--- src/rtl/lv_frame_scheduler_pkg.sv ---
// Shared types for the LED-visualizer frame scheduler: note entry layout,
// scheduler FSM states and default counter widths.
package lv_frame_scheduler_pkg;

    localparam int LV_FCNT_W = 16;
    localparam int LV_AMP_W  = 16;
    localparam int LV_KEY_W  = 8;

    typedef struct packed {
        logic [LV_KEY_W-1:0] key;
        logic [LV_AMP_W-1:0] amplitude;
    } note_t;

    typedef enum logic [1:0] {
        IDLE,
        LOAD,
        START,
        WAIT
    } lv_sched_state_t;

endpackage

--- src/rtl/lv_frame_scheduler_tick.sv ---
// Free-running frame timer: counts 0..PERIOD-1 and raises tick while the
// count sits at PERIOD-1; it never pauses.
module lv_frame_tick #(
    parameter int PERIOD = 200000
) (
    input  logic clk,
    input  logic rst,
    output logic tick
);

    localparam int             CW   = (PERIOD > 1) ? $clog2(PERIOD) : 1;
    localparam logic [CW-1:0]  LAST = CW'(PERIOD - 1);

    logic [CW-1:0] cnt_q, cnt_d;

    // NOTE: combinational blocks assign every output on every path, so no latch is inferred.
    always_comb begin
        tick  = (cnt_q == LAST);
        cnt_d = tick ? '0 : cnt_q + CW'(1);
    end

    // NOTE: flops update with <= so every register samples pre-edge values.
    always_ff @(posedge clk or posedge rst) begin
        if (rst) begin
            cnt_q <= '0;
        end else begin
            cnt_q <= cnt_d;
        end
    end

endmodule

--- src/rtl/lv_frame_scheduler.sv ---
// Frame-rate controller between the note pipeline and the LED visualizer/driver.
// Optional watchdog on the WAIT state is built when LV_SCHED_WATCHDOG_EN is defined.
module lv_frame_scheduler
    import lv_frame_scheduler_pkg::*;
#(
    parameter int BIN_QTY     = 12,
    parameter int FREQ        = 12_000_000,
    parameter int FRAME_HZ    = 60,
    parameter int TIMEOUT_CYC = 2_000_000,
    parameter int FCNT_W      = LV_FCNT_W
) (
    input  logic                    clk,
    input  logic                    rst,
    input  note_t [BIN_QTY-1:0]     notes_in,
    input  logic                    notes_valid,
    output note_t [BIN_QTY-1:0]     notes_out,
    output logic                    lv_start,
    input  logic                    lv_done,
    output logic                    busy,
    output logic [FCNT_W-1:0]       frame_count,
    output logic                    dropped,
    output logic                    overrun,
    output logic                    timeout
);

    localparam int P = FREQ / FRAME_HZ;

    logic tick;

    lv_frame_tick #(
        .PERIOD (P)
    ) u_tick (
        .clk  (clk),
        .rst  (rst),
        .tick (tick)
    );

    lv_sched_state_t         state_q, state_d;
    logic                    tick_pending_q, tick_pending_d;
    logic                    pending_q, pending_d;
    note_t [BIN_QTY-1:0]     shadow_q, shadow_d;
    note_t [BIN_QTY-1:0]     notes_out_q, notes_out_d;
    logic                    lv_start_q, lv_start_d;
    logic                    busy_q, busy_d;
    logic [FCNT_W-1:0]       fcnt_q, fcnt_d;
    logic                    dropped_q, dropped_d;
    logic                    overrun_q, overrun_d;

`ifdef LV_SCHED_WATCHDOG_EN
    localparam int              WD_W    = $clog2(TIMEOUT_CYC + 1);
    localparam logic [WD_W-1:0] WD_LAST = WD_W'(TIMEOUT_CYC - 1);

    logic [WD_W-1:0] wd_cnt_q, wd_cnt_d;
    logic            timeout_q, timeout_d;
`endif

    always_comb begin
        state_d        = state_q;
        tick_pending_d = tick_pending_q;
        pending_d      = pending_q;
        shadow_d       = shadow_q;
        notes_out_d    = notes_out_q;
        fcnt_d         = fcnt_q;
        overrun_d      = overrun_q;
`ifdef LV_SCHED_WATCHDOG_EN
        timeout_d      = timeout_q;
        wd_cnt_d       = (state_q == WAIT) ? wd_cnt_q + WD_W'(1) : '0;
`endif

        case (state_q)
            IDLE:  if (tick_pending_q) state_d = LOAD;
            LOAD: begin
                // Reissuing the held set when nothing new arrived refreshes the strip.
                state_d        = START;
                notes_out_d    = shadow_q;
                pending_d      = 1'b0;
                tick_pending_d = 1'b0;
            end
            START: state_d = WAIT;
            WAIT: begin
                if (lv_done) begin
                    state_d = IDLE;
                    fcnt_d  = fcnt_q + FCNT_W'(1);
                end
`ifdef LV_SCHED_WATCHDOG_EN
                else if (wd_cnt_q == WD_LAST) begin
                    state_d   = IDLE;
                    timeout_d = 1'b1;
                end
`endif
            end
            default: state_d = IDLE;
        endcase

        // A tick during LOAD must survive the clear so the next frame still launches.
        if (tick) begin
            tick_pending_d = 1'b1;
            if (state_q != IDLE) overrun_d = 1'b1;
        end

        // Capture after the LOAD clear: a set arriving in LOAD stays pending for the next frame.
        if (notes_valid) begin
            shadow_d  = notes_in;
            pending_d = 1'b1;
        end

        dropped_d  = notes_valid && pending_q && (state_q != LOAD);
        lv_start_d = (state_d == START);
        busy_d     = (state_d != IDLE);
    end

    always_ff @(posedge clk or posedge rst) begin
        if (rst) begin
            state_q        <= IDLE;
            tick_pending_q <= 1'b0;
            pending_q      <= 1'b0;
            // NOTE: the note buffers are reset too, so notes_out reads as all-zero notes after reset.
            shadow_q       <= '0;
            notes_out_q    <= '0;
            lv_start_q     <= 1'b0;
            busy_q         <= 1'b0;
            fcnt_q         <= '0;
            dropped_q      <= 1'b0;
            overrun_q      <= 1'b0;
`ifdef LV_SCHED_WATCHDOG_EN
            wd_cnt_q       <= '0;
            timeout_q      <= 1'b0;
`endif
        end else begin
            state_q        <= state_d;
            tick_pending_q <= tick_pending_d;
            pending_q      <= pending_d;
            shadow_q       <= shadow_d;
            notes_out_q    <= notes_out_d;
            lv_start_q     <= lv_start_d;
            busy_q         <= busy_d;
            fcnt_q         <= fcnt_d;
            dropped_q      <= dropped_d;
            overrun_q      <= overrun_d;
`ifdef LV_SCHED_WATCHDOG_EN
            wd_cnt_q       <= wd_cnt_d;
            timeout_q      <= timeout_d;
`endif
        end
    end

    assign notes_out   = notes_out_q;
    assign lv_start    = lv_start_q;
    assign busy        = busy_q;
    assign frame_count = fcnt_q;
    assign dropped     = dropped_q;
    assign overrun     = overrun_q;

`ifdef LV_SCHED_WATCHDOG_EN
    assign timeout = timeout_q;
`else
    // No watchdog is built; the expression is constant zero for any legal limit.
    assign timeout = (TIMEOUT_CYC < 0);
`endif

endmodule

--- config.mk ---
export PLATFORM = sky130hd
export DESIGN_NAME = lv_frame_scheduler
export DESIGN_NICKNAME = d
export VERILOG_FILES = /design/src/rtl/lv_frame_scheduler_pkg.sv /design/src/rtl/lv_frame_scheduler_tick.sv /design/src/rtl/lv_frame_scheduler.sv
export SDC_FILE = /design/constraint.sdc
export NUM_CORES = 1
export LEC_CHECK = 0
export BUFFER_PORTS_ARGS = -buffer_cell sky130_fd_sc_hd__buf_2
export CAP_MARGIN = 5
export CORE_MARGIN = 2
export CORE_UTILIZATION = 43
export CTS_CLUSTER_SIZE = 14
export DETAILED_ROUTE_END_ITERATION = 7
export PLACE_DENSITY_LB_ADDON = 0.2
export SLEW_MARGIN = 0
export SYNTH_ARGS = -nofsm -noshare
export SYNTH_HDL_FRONTEND = slang
export SYNTH_SLANG_ARGS = --single-unit
--- constraint.sdc ---
create_clock -name clk -period 30.6 [get_ports clk]
set_input_delay 4.59 -clock clk [delete_from_list [all_inputs] [get_ports clk]]
set_output_delay 4.59 -clock clk [all_outputs]
set_load 0.01 [all_outputs]
Yosys cells after proc, flatten, opt, wreduce, memory -nomap -nowiden
Index checks and enable logic that the tools add are counted.
{"block": "word_totals", "ff_bits": 618, "output_inout_bits": 309, "word_cells": 81}
{"block": "op_classes", "addsub": 2, "n_eq_ne": 6, "mux": 7, "reduce_logical": 9}
{"op": "18-bit by 1-bit adder with 18-bit output (second input constant)", "n": 1}
{"op": "18-bit == test (second input constant)", "n": 1}
{"op": "18-bit two-way mux", "n": 1}
{"op": "16-bit by 1-bit adder with 16-bit output (second input constant)", "n": 1}
{"op": "2-bit one-hot mux with 4 select lines", "n": 1}
{"op": "2-bit nonzero test", "n": 4}
{"op": "2-bit == test (second input constant)", "n": 3}
{"op": "2-bit two-way mux", "n": 2}
{"op": "2-bit AND reduction", "n": 2}
{"op": "1-bit two-way mux", "n": 3}
{"op": "2-bit by 1-bit == test with 1-bit output (second input constant)", "n": 1}
{"op": "1-bit logical AND", "n": 2}
{"op": "2-bit zero test", "n": 1}
{"op": "2-bit by 1-bit != test with 1-bit output (second input constant)", "n": 1}

Longest topological paths before layout
{"block": "logic_depth", "word_depth": 3, "mapped_depth": 8}

By module
Synthesis repeated with hierarchy kept, for this count alone.
{"block": "hier_totals", "hier_cells": 1994, "hier_area_um2": 23261.1}
{"module": "lv_frame_scheduler", "n_inst": 1, "cells_per_inst": 1909, "area_per_inst_um2": 22365.2, "seq_area_each_um2": 15014.4}
{"module": "lv_frame_tick", "n_inst": 1, "cells_per_inst": 85, "area_per_inst_um2": 895.9, "seq_area_each_um2": 450.4}

Least setup slack after synthesis
Ideal clock, no wire load.
{"block": "synth_path", "path_kind": "input to register", "from": "input port notes_valid", "to": "register shadow_q[168] (netlist bit)", "setup_ns": 0.125, "arrival_ns": 5.537, "t_required_ns": 30.475, "path_slack_ns": 24.938, "cell_stages": 4, "cell_sequence": "clkbuf_1 buf_2 buf_2 mux2_2"}
{"item": "start, declared", "line_no": "lv_frame_scheduler.sv:15", "text": "input logic notes_valid,"}
{"item": "end signal, assigned", "line_no": "lv_frame_scheduler.sv:133", "text": "shadow_q <= shadow_d;"}
{"item": "end, declared", "line_no": "lv_frame_scheduler.sv:41", "text": "note_t [BIN_QTY-1:0] shadow_q, shadow_d;"}
No word-level cell between the ends.

==> metrics.md <==
| Metric | Value |
|---|---|
| Status | completed |
| All-Layer GR Usage | 21.16% |
| Slew @ Worst Pin | 1.111 ns |
| WL/cell | 17.85 um |
| Number of global-route vias before repair | 16.57k |
| Tcrit/Tclk final | 24.31% |
| Worst Setup End Kind | async pin |
| CTS Hold Buffers Added | 0 |
| Synth unique cells | 37 |
| Max Freq | 0.1344 GHz |
| Iter 0 DRT Violations | 853 |
| Minimum clock period | 7.439 ns |
| Synth Register Bits | 618 |
| Fill cells | 4740 |
| Post-Route WL | 59.66 mm |
| Worst min path class | register to register |
| Total of max-cap violations | 0 |
| RSZ-0062 raised after global routing | false |
| Multi-input combinational cell area | 7267 sq um |
| Die width | 236.2 um |
| Setup bufs post-CTS | 0 |
| Crit path kind | primary input to async pin |
| Layout Nets | 2868 |
| Startpoint types | primary input |
| Detail Placement HPWL | 40.15 mm |
| Static leakage | 0.01513 uW |
| Total gr overflow | 0 |
| Pwr Total | 2730 uW |
| Num CTS Buffers | 67 |
| TNS Setup | 0 ns |
| Worst Skew | 0.03646 ns |
| Pin count of the biggest net entering global routing | 122 |
| Remaining DRCs | 0 |
| Die Span Y | 236.2 um |
| Max Root-Sink Buffers | 3 |
| Rows | 85 |
| Clk_lat worst skew | 0.60 ns |
| Top Ports | 601 |
| YS warnings | 0 |
| Critical Path Fanout Max | 121 |
| Initial antenna violation count | 31 |
| Area Growth Syn to Fin | 25.48% |
| Pre-CTS setup slack | 22.31 ns |
| # clock sinks | 618 |
| Via count | 16.19k |
| PwrDens | 93.86 nW/um^2 |
| Initial Util | 43.25% |
| H-tree levels | 3 |
| Syn_nets | 2283 |
| Core ar. | 53600 sq um |
| Layout cells sized above 1 | 38.83% |
| Number of setup violations in the final report | 0 |
| IO buf count | 599 |
| Avg Cell Area, Syn | 11.65 sq um |
| Post-DRT Antenna Nets | 0 |
| Mapped Cells | 1989 |
| Maximum vdd drop | 0.05305 mV |
| FF+latch area | 15460 sq um |
| Slew headroom | 25.94% |
| Die area | 55780 sq um |
| Clock root buffer | clkbuf_16 |
| Drt first pass iters | 5 |
| Via/cell ratio | 4.843 |
| Post-synthesis cell area | 23180 sq um |
| Max-slew violation count | 0 |
| CP arrival | 7.99 ns |
| PnR worst setup slack | 23.16 ns |
| First-pass GRT wire length | 92.81 mm |
| Clock-pin slew on the worst setup and hold paths | 0.06 ns |
| Final Wtd Congestion | 0.8192 |
| Hold Fails Final Rpt | 0 |
| CTS resizes | 0 |
| Sequential area share after synthesis | 66.71% |
| CP required | 31.15 ns |
| Clock tree from TritonCTS | built |
[cells in the mapped netlist]
| master | n | share of area (%) |
|---|---|---|
| buf_1 | 7 | 0.11 |
| nand4_1 | 5 | 0.13 |
| and4b_1 | 1 | 0.043 |
| nor3_1 | 4 | 0.086 |
| buf_2 | 53 | 1.1 |
| xor2_1 | 11 | 0.42 |
| and3_1 | 6 | 0.16 |
| nand4_4 | 1 | 0.092 |
| nor2_1 | 19 | 0.31 |
| ha_1 | 2 | 0.11 |
| a31oi_1 | 1 | 0.027 |
| and4_1 | 2 | 0.076 |
| nor2_2 | 1 | 0.027 |
| conb_1 | 1 | 0.016 |
| or2_1 | 1 | 0.027 |
| buf_4 | 2 | 0.065 |
| a21o_1 | 3 | 0.097 |
| nor4_4 | 1 | 0.092 |
| or3_1 | 1 | 0.027 |
| o22ai_1 | 1 | 0.027 |
| xnor2_1 | 17 | 0.64 |
| a2111oi_2 | 1 | 0.065 |
| mux2_2 | 289 | 14 |
| inv_2 | 2 | 0.032 |
| nand3_1 | 12 | 0.26 |
| nand2_1 | 878 | 14 |
| or2_2 | 1 | 0.027 |
| o21ai_1 | 1 | 0.022 |
| nor4_1 | 3 | 0.081 |
| clkbuf_1 | 36 | 0.58 |
| and2_1 | 1 | 0.027 |
| dfrtp_1 | 618 | 67 |
| nor2b_1 | 2 | 0.054 |
| nor4bb_1 | 1 | 0.043 |
| nor4_2 | 1 | 0.054 |
| inv_1 | 2 | 0.032 |
| o21ai_0 | 1 | 0.022 |
[final timing paths]
kind                                from        endpoint  slack, ns  depth (start not counted)
max reg2reg                   state_q[1]  notes_out[176]      27.55                          6
max in group clk             notes_valid   shadow_q[284]      23.72                          4
min reg2reg                shadow_q[241]  notes_out[241]       0.44                          2
max                                  rst  notes_out[244]      23.16                          5
min in group asynchronous            rst  notes_out[252]       4.17                          2
min                        shadow_q[241]  notes_out[241]       0.44                          2
[layout by cell type (no fill, tap or decap), drive strengths merged, types with 8 or more instances in the layout]
master and count:
clkinv 8, buf 614, xor2 11, nand3 12
xnor2 17, diode 22, clkbuf 103, nand2 878
nor2 20, mux2 289, dfrtp 618
[critical path: stages]
cell and delay, ns:
buf_2 0.13, inv_8 0.54, buf_4 0.85, buf_4 0.82
buf_4 0.90
[per-layer routing]
metal	vias up	track usage, %	wire length [um]
met5	-	0	102
met4	18	8.765	1727
met3	120	7.396	4740
met2	434	34.48	29330
met1	8068	25.71	23760
li1	7546	-	-
[stage by stage]
| stage | std cells | hold slack [ns] | util, % | cell area (sq um) |
|---|---|---|---|---|
| floorplan | 1989 | 0.4307 | - | 23180 |
| global placement | 3201 | 0.4405 | 49.91 | 26750 |
| detailed placement | 3201 | 0.4424 | 49.91 | 26750 |
| CTS | 3320 | 0.4476 | 54.16 | 29030 |
| global route | 3337 | 0.4719 | 54.24 | 29070 |
| finish | 3342 | 0.4435 | 54.26 | 29090 |
[cell families after synthesis]
kind of cell,count (synthesis),share of synthesized area (%)
compound gates,8,0.2590
xor+xnor,28,1.058
fa+ha+maj,2,0.1079
buf+inv,102,1.970
flops,618,66.71
mux,289,14.04
other cells,1,0.01618
simple gates,941,15.84
[where the power goes]
group | total [uW] | internal [uW] | switching, uW
Combinational | 744 | 274 | 470
Sequential | 1170 | 1040 | 122
Clock | 821 | 494 | 326
Total | 2730 | 1810 | 918
[layout make-up]
class                   instances  share of cell area [%]
diodes                         22                  0.1893
clock buffers                 103                   7.136
clock inverters                16                  0.6969
inverters                       4                  0.1032
multi-input cells            1269                   24.98
flip-flops and latches        618                   53.17
well taps                     696                   2.994
repair buffers                614                   10.73
[registers in the layout, summed over array words and instances (netlist names)]
register,cells
dropped,1
state_q,2
overrun,1
busy,1
notes_out,288
frame_count,16
tick_pending_q,1
shadow_q,288
lv_start,1
pending_q,1
u_tick.cnt_q,18
(Power assumes the default switching activity.)
